## config.mk

```make
export PLATFORM = sky130hd
export DESIGN_NAME = theremin_sensor_sample_scheduler
export DESIGN_NICKNAME = d
export VERILOG_FILES = /design/src/rtl/theremin_sensor_pkg.sv /design/src/rtl/theremin_sensor_sample_scheduler_tick_gen.sv /design/src/rtl/theremin_sensor_sample_scheduler.sv
export SDC_FILE = /design/constraint.sdc
export NUM_CORES = 1
export LEC_CHECK = 0
export ABC_CLOCK_PERIOD_IN_PS = 5900
export CORE_UTILIZATION = 52
export CTS_CLUSTER_DIAMETER = 30
export DETAILED_ROUTE_END_ITERATION = 8
export GPL_TIMING_DRIVEN = 0
export PLACE_DENSITY = 0.94
export SYNTH_ARGS = -nofsm -noshare
export SYNTH_HDL_FRONTEND = slang
export SYNTH_SLANG_ARGS = --single-unit
```

## constraint.sdc

```tcl
create_clock -name i_clk -period 5.9 [get_ports i_clk]
set_input_delay 0.885 -clock i_clk [delete_from_list [all_inputs] [get_ports i_clk]]
set_output_delay 0.885 -clock i_clk [all_outputs]
set_load 0.03 [all_outputs]
```

## src/rtl/theremin_sensor_pkg.sv

```systemverilog
// Shared types and constants for the theremin sample scheduler.
// Optional feature macro used by the scheduler: THEREMIN_SAMPLE_SCHED_SKIP_UNCHANGED_EN
package theremin_sensor_pkg;

  typedef enum logic [2:0] {
    IDLE   = 3'd0,
    REQ_P  = 3'd1,
    WAIT_P = 3'd2,
    REQ_V  = 3'd3,
    WAIT_V = 3'd4,
    DONE   = 3'd5
  } sched_state_t;

  localparam logic CH_PITCH  = 1'b0;
  localparam logic CH_VOLUME = 1'b1;

  localparam int DEFAULT_SAMPLE_DIV     = 2268;
  localparam int DEFAULT_TIMEOUT_CYCLES = 255;

  // Saturating increment for the 8-bit overrun counter.
  function automatic logic [7:0] sat_inc8(input logic [7:0] v);
    return (v == 8'hFF) ? v : v + 8'd1;
  endfunction

endpackage

```

## src/rtl/theremin_sensor_sample_scheduler_tick_gen.sv

```systemverilog
// Sample tick generator: free-running 0..SAMPLE_DIV-1 counter gated by enable.
// The tick is asserted during the cycle the count sits at SAMPLE_DIV-1.
module theremin_sample_tick_gen
  import theremin_sensor_pkg::*;
#(
  parameter int SAMPLE_DIV = DEFAULT_SAMPLE_DIV
) (
  input  logic i_clk,
  input  logic i_rst_n,
  input  logic i_enable,
  output logic o_tick
);

  localparam int CW = $clog2(SAMPLE_DIV);
  localparam logic [CW-1:0] CNT_LAST = CW'(SAMPLE_DIV - 1);

  logic [CW-1:0] r_cnt;
  logic          w_at_last;

  assign w_at_last = (r_cnt == CNT_LAST);
  assign o_tick    = i_enable && w_at_last;

  // Count while enabled, wrap at the last value, park at zero when disabled.
  always_ff @(posedge i_clk or negedge i_rst_n) begin
    if (!i_rst_n) begin
      r_cnt <= '0;
    end else if (!i_enable || w_at_last) begin
      r_cnt <= '0;
    end else begin
      r_cnt <= r_cnt + CW'(1);
    end
  end

endmodule

```

## src/rtl/theremin_sensor_sample_scheduler.sv

```systemverilog
// Theremin sample scheduler: snapshots pitch/volume periods on each sample
// tick and runs them one after the other through the shared conversion
// engine, publishing both results with a one-cycle strobe.
// Optional feature macro: THEREMIN_SAMPLE_SCHED_SKIP_UNCHANGED_EN
//   (skip a channel whose snapshot equals the value last sent to the engine).
//
// state  | meaning
// IDLE   | waiting for a sample tick
// REQ_P  | pitch request presented to the engine
// WAIT_P | waiting for the pitch result (bounded by the timeout)
// REQ_V  | volume request presented to the engine
// WAIT_V | waiting for the volume result (bounded by the timeout)
// DONE   | sample strobe cycle, back to IDLE next
module theremin_sensor_sample_scheduler
  import theremin_sensor_pkg::*;
#(
  parameter int DATA_BITS      = 28,
  parameter int RESULT_BITS    = 16,
  parameter int SAMPLE_DIV     = DEFAULT_SAMPLE_DIV,
  parameter int TIMEOUT_CYCLES = DEFAULT_TIMEOUT_CYCLES
) (
  input  logic                   i_clk,
  input  logic                   i_rst_n,
  input  logic                   i_enable,
  input  logic [DATA_BITS-1:0]   i_pitch_period_filtered,
  input  logic [DATA_BITS-1:0]   i_volume_period_filtered,
  output logic                   o_eng_req_valid,
  input  logic                   i_eng_req_ready,
  output logic                   o_eng_req_channel,
  output logic [DATA_BITS-1:0]   o_eng_req_data,
  input  logic                   i_eng_resp_valid,
  input  logic [RESULT_BITS-1:0] i_eng_resp_data,
  output logic [RESULT_BITS-1:0] o_pitch_value,
  output logic [RESULT_BITS-1:0] o_volume_value,
  output logic                   o_sample_strobe,
  output logic [7:0]             o_overrun_count,
  output logic                   o_timeout_err
);

  localparam int WCW = (TIMEOUT_CYCLES > 1) ? $clog2(TIMEOUT_CYCLES) : 1;
  localparam logic [WCW-1:0] WAIT_LAST = WCW'(TIMEOUT_CYCLES - 1);

  sched_state_t          r_state;
  logic [DATA_BITS-1:0]  r_snap_p;
  logic [DATA_BITS-1:0]  r_snap_v;
  logic [WCW-1:0]        r_wait_cnt;
  logic                  r_skip_p;
  logic                  r_skip_v;
  logic                  r_req_valid;
  logic                  r_req_channel;
  logic [RESULT_BITS-1:0] r_pitch_value;
  logic [RESULT_BITS-1:0] r_volume_value;
  logic                  r_sample_strobe;
  logic [7:0]            r_overrun_count;
  logic                  r_timeout_err;

  logic w_tick;
  logic w_wait_expired;
  logic w_req_accept;
  logic w_skip_p_in;
  logic w_skip_v_in;

  theremin_sample_tick_gen #(
    .SAMPLE_DIV (SAMPLE_DIV)
  ) u_tick_gen (
    .i_clk    (i_clk),
    .i_rst_n  (i_rst_n),
    .i_enable (i_enable),
    .o_tick   (w_tick)
  );

  assign w_wait_expired = (r_wait_cnt == WAIT_LAST);
  assign w_req_accept   = r_req_valid && i_eng_req_ready;

`ifdef THEREMIN_SAMPLE_SCHED_SKIP_UNCHANGED_EN
  logic                 r_sent_p;
  logic                 r_sent_v;
  logic [DATA_BITS-1:0] r_last_p;
  logic [DATA_BITS-1:0] r_last_v;

  // Skip decisions are taken from the live inputs on the tick edge so the
  // request valid can be registered together with the snapshot.
  assign w_skip_p_in = r_sent_p && (i_pitch_period_filtered == r_last_p);
  assign w_skip_v_in = r_sent_v && (i_volume_period_filtered == r_last_v);

  // Remember the last snapshot the engine actually accepted, per channel.
  always_ff @(posedge i_clk or negedge i_rst_n) begin
    if (!i_rst_n) begin
      r_sent_p <= 1'b0;
      r_sent_v <= 1'b0;
      r_last_p <= '0;
      r_last_v <= '0;
    end else if (w_req_accept) begin
      if (r_req_channel == CH_PITCH) begin
        r_sent_p <= 1'b1;
        r_last_p <= r_snap_p;
      end else begin
        r_sent_v <= 1'b1;
        r_last_v <= r_snap_v;
      end
    end
  end
`else
  assign w_skip_p_in = 1'b0;
  assign w_skip_v_in = 1'b0;
`endif

  // Request data is a pure mux of the snapshot registers, so it cannot move
  // while a request is pending.
  assign o_eng_req_data    = (r_req_channel == CH_VOLUME) ? r_snap_v : r_snap_p;
  assign o_eng_req_valid   = r_req_valid;
  assign o_eng_req_channel = r_req_channel;
  assign o_pitch_value     = r_pitch_value;
  assign o_volume_value    = r_volume_value;
  assign o_sample_strobe   = r_sample_strobe;
  assign o_overrun_count   = r_overrun_count;
  assign o_timeout_err     = r_timeout_err;

  // Sequencing FSM with registered handshake, value and status outputs.
  always_ff @(posedge i_clk or negedge i_rst_n) begin
    if (!i_rst_n) begin
      r_state         <= IDLE;
      r_snap_p        <= '0;
      r_snap_v        <= '0;
      r_wait_cnt      <= '0;
      r_skip_p        <= 1'b0;
      r_skip_v        <= 1'b0;
      r_req_valid     <= 1'b0;
      r_req_channel   <= CH_PITCH;
      r_pitch_value   <= '0;
      r_volume_value  <= '0;
      r_sample_strobe <= 1'b0;
      r_overrun_count <= '0;
      r_timeout_err   <= 1'b0;
    end else begin
      r_sample_strobe <= 1'b0;

      if (w_tick && (r_state != IDLE)) begin
        r_overrun_count <= sat_inc8(r_overrun_count);
      end

      case (r_state)
        IDLE: begin
          if (w_tick) begin
            r_snap_p      <= i_pitch_period_filtered;
            r_snap_v      <= i_volume_period_filtered;
            r_skip_p      <= w_skip_p_in;
            r_skip_v      <= w_skip_v_in;
            r_req_valid   <= !w_skip_p_in;
            r_req_channel <= CH_PITCH;
            r_state       <= REQ_P;
          end
        end

        REQ_P: begin
          if (r_skip_p) begin
            if (r_skip_v) begin
              r_state         <= DONE;
              r_sample_strobe <= 1'b1;
            end else begin
              r_state       <= REQ_V;
              r_req_valid   <= 1'b1;
              r_req_channel <= CH_VOLUME;
            end
          end else if (i_eng_req_ready) begin
            r_req_valid <= 1'b0;
            r_wait_cnt  <= '0;
            r_state     <= WAIT_P;
          end
        end

        WAIT_P: begin
          if (i_eng_resp_valid || w_wait_expired) begin
            if (i_eng_resp_valid) begin
              r_pitch_value <= i_eng_resp_data;
            end else begin
              r_timeout_err <= 1'b1;
            end
            if (r_skip_v) begin
              r_state         <= DONE;
              r_sample_strobe <= 1'b1;
            end else begin
              r_state       <= REQ_V;
              r_req_valid   <= 1'b1;
              r_req_channel <= CH_VOLUME;
            end
          end else begin
            r_wait_cnt <= r_wait_cnt + WCW'(1);
          end
        end

        REQ_V: begin
          if (i_eng_req_ready) begin
            r_req_valid <= 1'b0;
            r_wait_cnt  <= '0;
            r_state     <= WAIT_V;
          end
        end

        WAIT_V: begin
          if (i_eng_resp_valid || w_wait_expired) begin
            if (i_eng_resp_valid) begin
              r_volume_value <= i_eng_resp_data;
            end else begin
              r_timeout_err <= 1'b1;
            end
            r_state         <= DONE;
            r_sample_strobe <= 1'b1;
          end else begin
            r_wait_cnt <= r_wait_cnt + WCW'(1);
          end
        end

        DONE: begin
          r_state <= IDLE;
        end

        default: begin
          r_state     <= IDLE;
          r_req_valid <= 1'b0;
        end
      endcase
    end
  end

endmodule

```

==> key figures <==
Outcome
  – Outcome: finished with violations
  – Failing checks: design-rule violations

Yosys
  – Synthesized area per cell: 14.1 sq um
  – Ys async rst share: 1.00
  – Ys Warns: 0
  – Top_reg_cell synth: dfrtp_1
  – Post-synth EDFFs: 0
  – Mapped Cells: 390
  – Cell variety after synth: 36
  – Cell Area, Synth: 5490 sq um
  – Post-synthesis sequential area ratio: 0.561
  – Post-synth net total: 471
  – Post-synthesis register bit count: about 120

GRT
  – Total GRT Usage: 0.254
  – Global route total overflow: 0
  – First-pass GRT wire length: 21200 um
  – Vias in the first global route: 4174
  – Largest net degree at the start of global routing: 66
  – Initial antenna violation count: 0

Clock tree
  – Clock sink total: 123
  – Worst-path clk slew: 0.06 ns
  – Root Buffer: clkbuf_8
  – Hold Buf Count CTS: 0
  – Post_cts resized: 0
  – Clock Latency Late Sink: between 0.5 and 0.6 ns
  – H-tree Lvls: 4
  – Post-CTS setup buffer count: 0
  – Max Root-Sink Buffers: 2
  – Num CTS Buffers: 17
  – TritonCTS clock tree: yes

Power
  – Worst IR Drop VDD: 0.000234 V
  – Flop pwr share: 0.450
  – Leak: 3.55 nW
  – PnR Total Power: 1.92 mW
  – Switching share of total power: 0.241
  – Power density over cell area: between 200 and 300 nW/um^2
  – Clock Power Share: 0.475
  – Internal power component: 1.46 mW
  – Switching pwr: 0.463 mW
  – Logic pwr share: 0.075

Cells and area
  – Ant. Diodes: 0
  – Fillcell total: 660
  – Synthesis-to-layout area growth: 40.3%
  – Final nets: 639
  – Layout cells sized above 1: 0.289
  – Layout Cells excl Fill: 707

Worst setup path
  – Cell mode on critical path: clkbuf_1
  – Critical path peak fanout: 10
  – Critical-path top delay cell: clkdlybuf4s50_1
  – Critical path class: flop to output pin
  – CP endpoint kind: output pin
  – Arrival @ worst endpoint: 2.94 ns
  – Max incr delay on CP: approximately 0.63 ns
  – Critical path startpoint category: flop
  – Delay-heaviest family, CP: buffers and inverters
  – CP cell instances: clkbuf_1 -> clkbuf_1 -> mux2_2 -> clkdlybuf4s50_1
  – Crit path required time: 5.02 ns
  – Buf/Inv on CP: 3

Detailed routing
  – Antenna viol nets, final: 0
  – Drt total wl: 13000 um
  – # DRC: 2
  – DR iter-0 viols: ~170
  – Drt first pass iters: 6
  – Wirelength per Cell: 18.4 um
  – Vias per cell: 5.35
  – Routed vias: 3784

Die
  – Chip height: 105 um
  – I/O pin cnt: ~150
  – DIE AREA: 11000 sq um
  – Core area: roughly 10000 sq um
  – Width of the die: 105 um
  – Initial Utilization: 0.534
  – Row count: 37

Timing
  – Final slew viol count: 0
  – Slew headroom: 0.444
  – Part of the cycle the worst path needs: 0.648
  – Hold slack: 0.333 ns
  – Worst-margin pin slew: a little over 0.8 ns
  – Min Tclk post-route: 3.83 ns
  – Achievable clock frequency: 0.261 GHz
  – Final setup vio count: 0
  – Final Hold Fails: 0
  – Clock Skews: ~0.0065 ns
  – Setup_tns: 0 ns
  – RSZ-0062 raised after global routing: false

Placed design
  – Routability Congestion: 0.868
  – IO Port Bufs: 148
  – Placed cells: between 600 and 700
  – HPWL Detailed: 9190 um

Hold path
  – HP Class: primary input to asynchronous set/reset pin

Run
  – Max_cap viols: 0
==> path summary, 6_finish.rpt <==
path	slack [ns]	start	cells past startpoint	end
worst min-delay path	0.33	i_rst_n	1	r_snap_v[5]$_DFFE_PN0P_
worst min register to register	0.48	u_tick_gen.r_cnt[0]$_DFF_PN0_	1	u_tick_gen.r_cnt[0]$_DFF_PN0_
min in group i_clk	0.48	u_tick_gen.r_cnt[0]$_DFF_PN0_	1	u_tick_gen.r_cnt[0]$_DFF_PN0_
max in group asynchronous	4.88	i_rst_n	2	r_snap_p[21]$_DFFE_PN0P_
worst max register to register	3.26	r_state[2]$_DFFE_PN0P_	5	o_volume_value[13]$_DFFE_PN0P_
worst max-delay path	2.07	o_eng_req_channel$_DFFE_PN0P_	4	o_eng_req_data[22]
==> cell type report <==
class	count	area [sq um]	share of cell area
Sequential cell	123	3080	0.400
Multi-Input combinational cell	245	2240	0.292
Timing Repair Buffer	149	1510	0.196
Clock buffer	18	428	0.0556
Tap cell	136	170	0.0221
Buffer	16	143	0.0185
Clock inverter	14	100	0.0130
Inverter	6	22.5	0.00293
==> layer usage <==
metal	GRT usage	share of wire	vias to the layer above	wire (um)
met5	0	0	-	0
met4	0.132	0.036	0	465
met3	0.0767	0.057	35	738
met2	0.420	0.51	120	6650
met1	0.299	0.40	1903	5190
li1	-	-	1726	-
==> sequential cells by signal, indices dropped and copies added, names as in the netlist <==
name,count
u_tick_gen.r_cnt,12
o_overrun_count,8
r_snap_p,28
o_volume_value,16
o_timeout_err,1
o_pitch_value,16
o_eng_req_channel,1
r_snap_v,28
r_state,3
r_wait_cnt,8
o_eng_req_valid,1
o_sample_strobe,1
==> synth_stat cells, types with 3 or more instances <==
library cell	instances	area, sq um
and3_1	6	37.5
clkbuf_1	7	26.3
nand4_1	4	25.0
a21oi_1	3	15.0
nand3_1	11	55.1
mux2i_1	7	70.1
o211ai_1	3	22.5
ha_1	4	50.1
xor2_1	9	78.8
xnor2_1	9	78.8
nor2_1	19	71.3
buf_12	4	80.1
nor3_1	9	45.0
mux2_4	29	435
or3_1	3	18.8
mux2_2	88	991
nand2_1	20	75.1
inv_1	6	22.5
dfrtp_1	123	3080
==> cells by family after synthesis <==
family / count (synthesis) / synth area share
multiplexers: 124 / 0.273
flip-flops: 123 / 0.561
AND/OR/NAND/NOR: 89 / 0.0864
buffers and inverters: 22 / 0.0301
XOR/XNOR: 18 / 0.0287
AO/OA/AOI/OAI: 10 / 0.0119
adder cells (fa/ha/maj): 4 / 0.00912
==> power by group through the flow <==
stage	sequential, mW	clock, mW	combinational, mW
global route	0.866	0.966	0.155
finish	0.865	0.914	0.145
global placement	0.879	0	0.140
floorplan	0.902	0	0.0212
detailed placement	0.880	0	0.146
CTS	0.865	0.927	0.147
==> through the flow <==
stage	worst slack, ns	util	instance area [sq um]
detailed placement	2.61	0.697	7170
CTS	2.02	0.749	7690
global route	1.92	0.749	7690
global placement	-0.583	0.695	7140
floorplan	3.32	-	5490
finish	2.07	0.749	7690
==> placed cells by master, fill, tap and decap left out, types with 2 or more instances in the layout <==
cell type / netlist / final
clkdlybuf4s50_1: 0 / 147
xnor2_1: 9 / 9
clkbuf_1: 7 / 7
clkinv_2: 0 / 4
buf_4: 2 / 2
mux2_4: 29 / 29
nand4b_1: 2 / 2
buf_12: 4 / 4
xor2_1: 9 / 9
clkinv_4: 0 / 3
nand4_1: 4 / 4
and3_1: 6 / 6
dfrtp_1: 123 / 123
o21ai_0: 2 / 2
buf_2: 2 / 2
a21oi_1: 3 / 3
nor4_1: 2 / 2
o211ai_1: 3 / 3
or3b_2: 2 / 2
clkbuf_16: 0 / 16
buf_6: 1 / 2
mux2_2: 88 / 88
clkinvlp_4: 0 / 6
nand2_1: 20 / 20
clkbuf_8: 0 / 2
nor3_1: 9 / 9
nand3b_1: 2 / 2
nand3_1: 11 / 11
or4_1: 2 / 2
inv_1: 6 / 6
mux2i_1: 7 / 7
and4_1: 2 / 2
nor2_1: 19 / 19
ha_1: 4 / 4
or3_1: 3 / 3
Note: power is estimated with default switching activity, not from simulation.
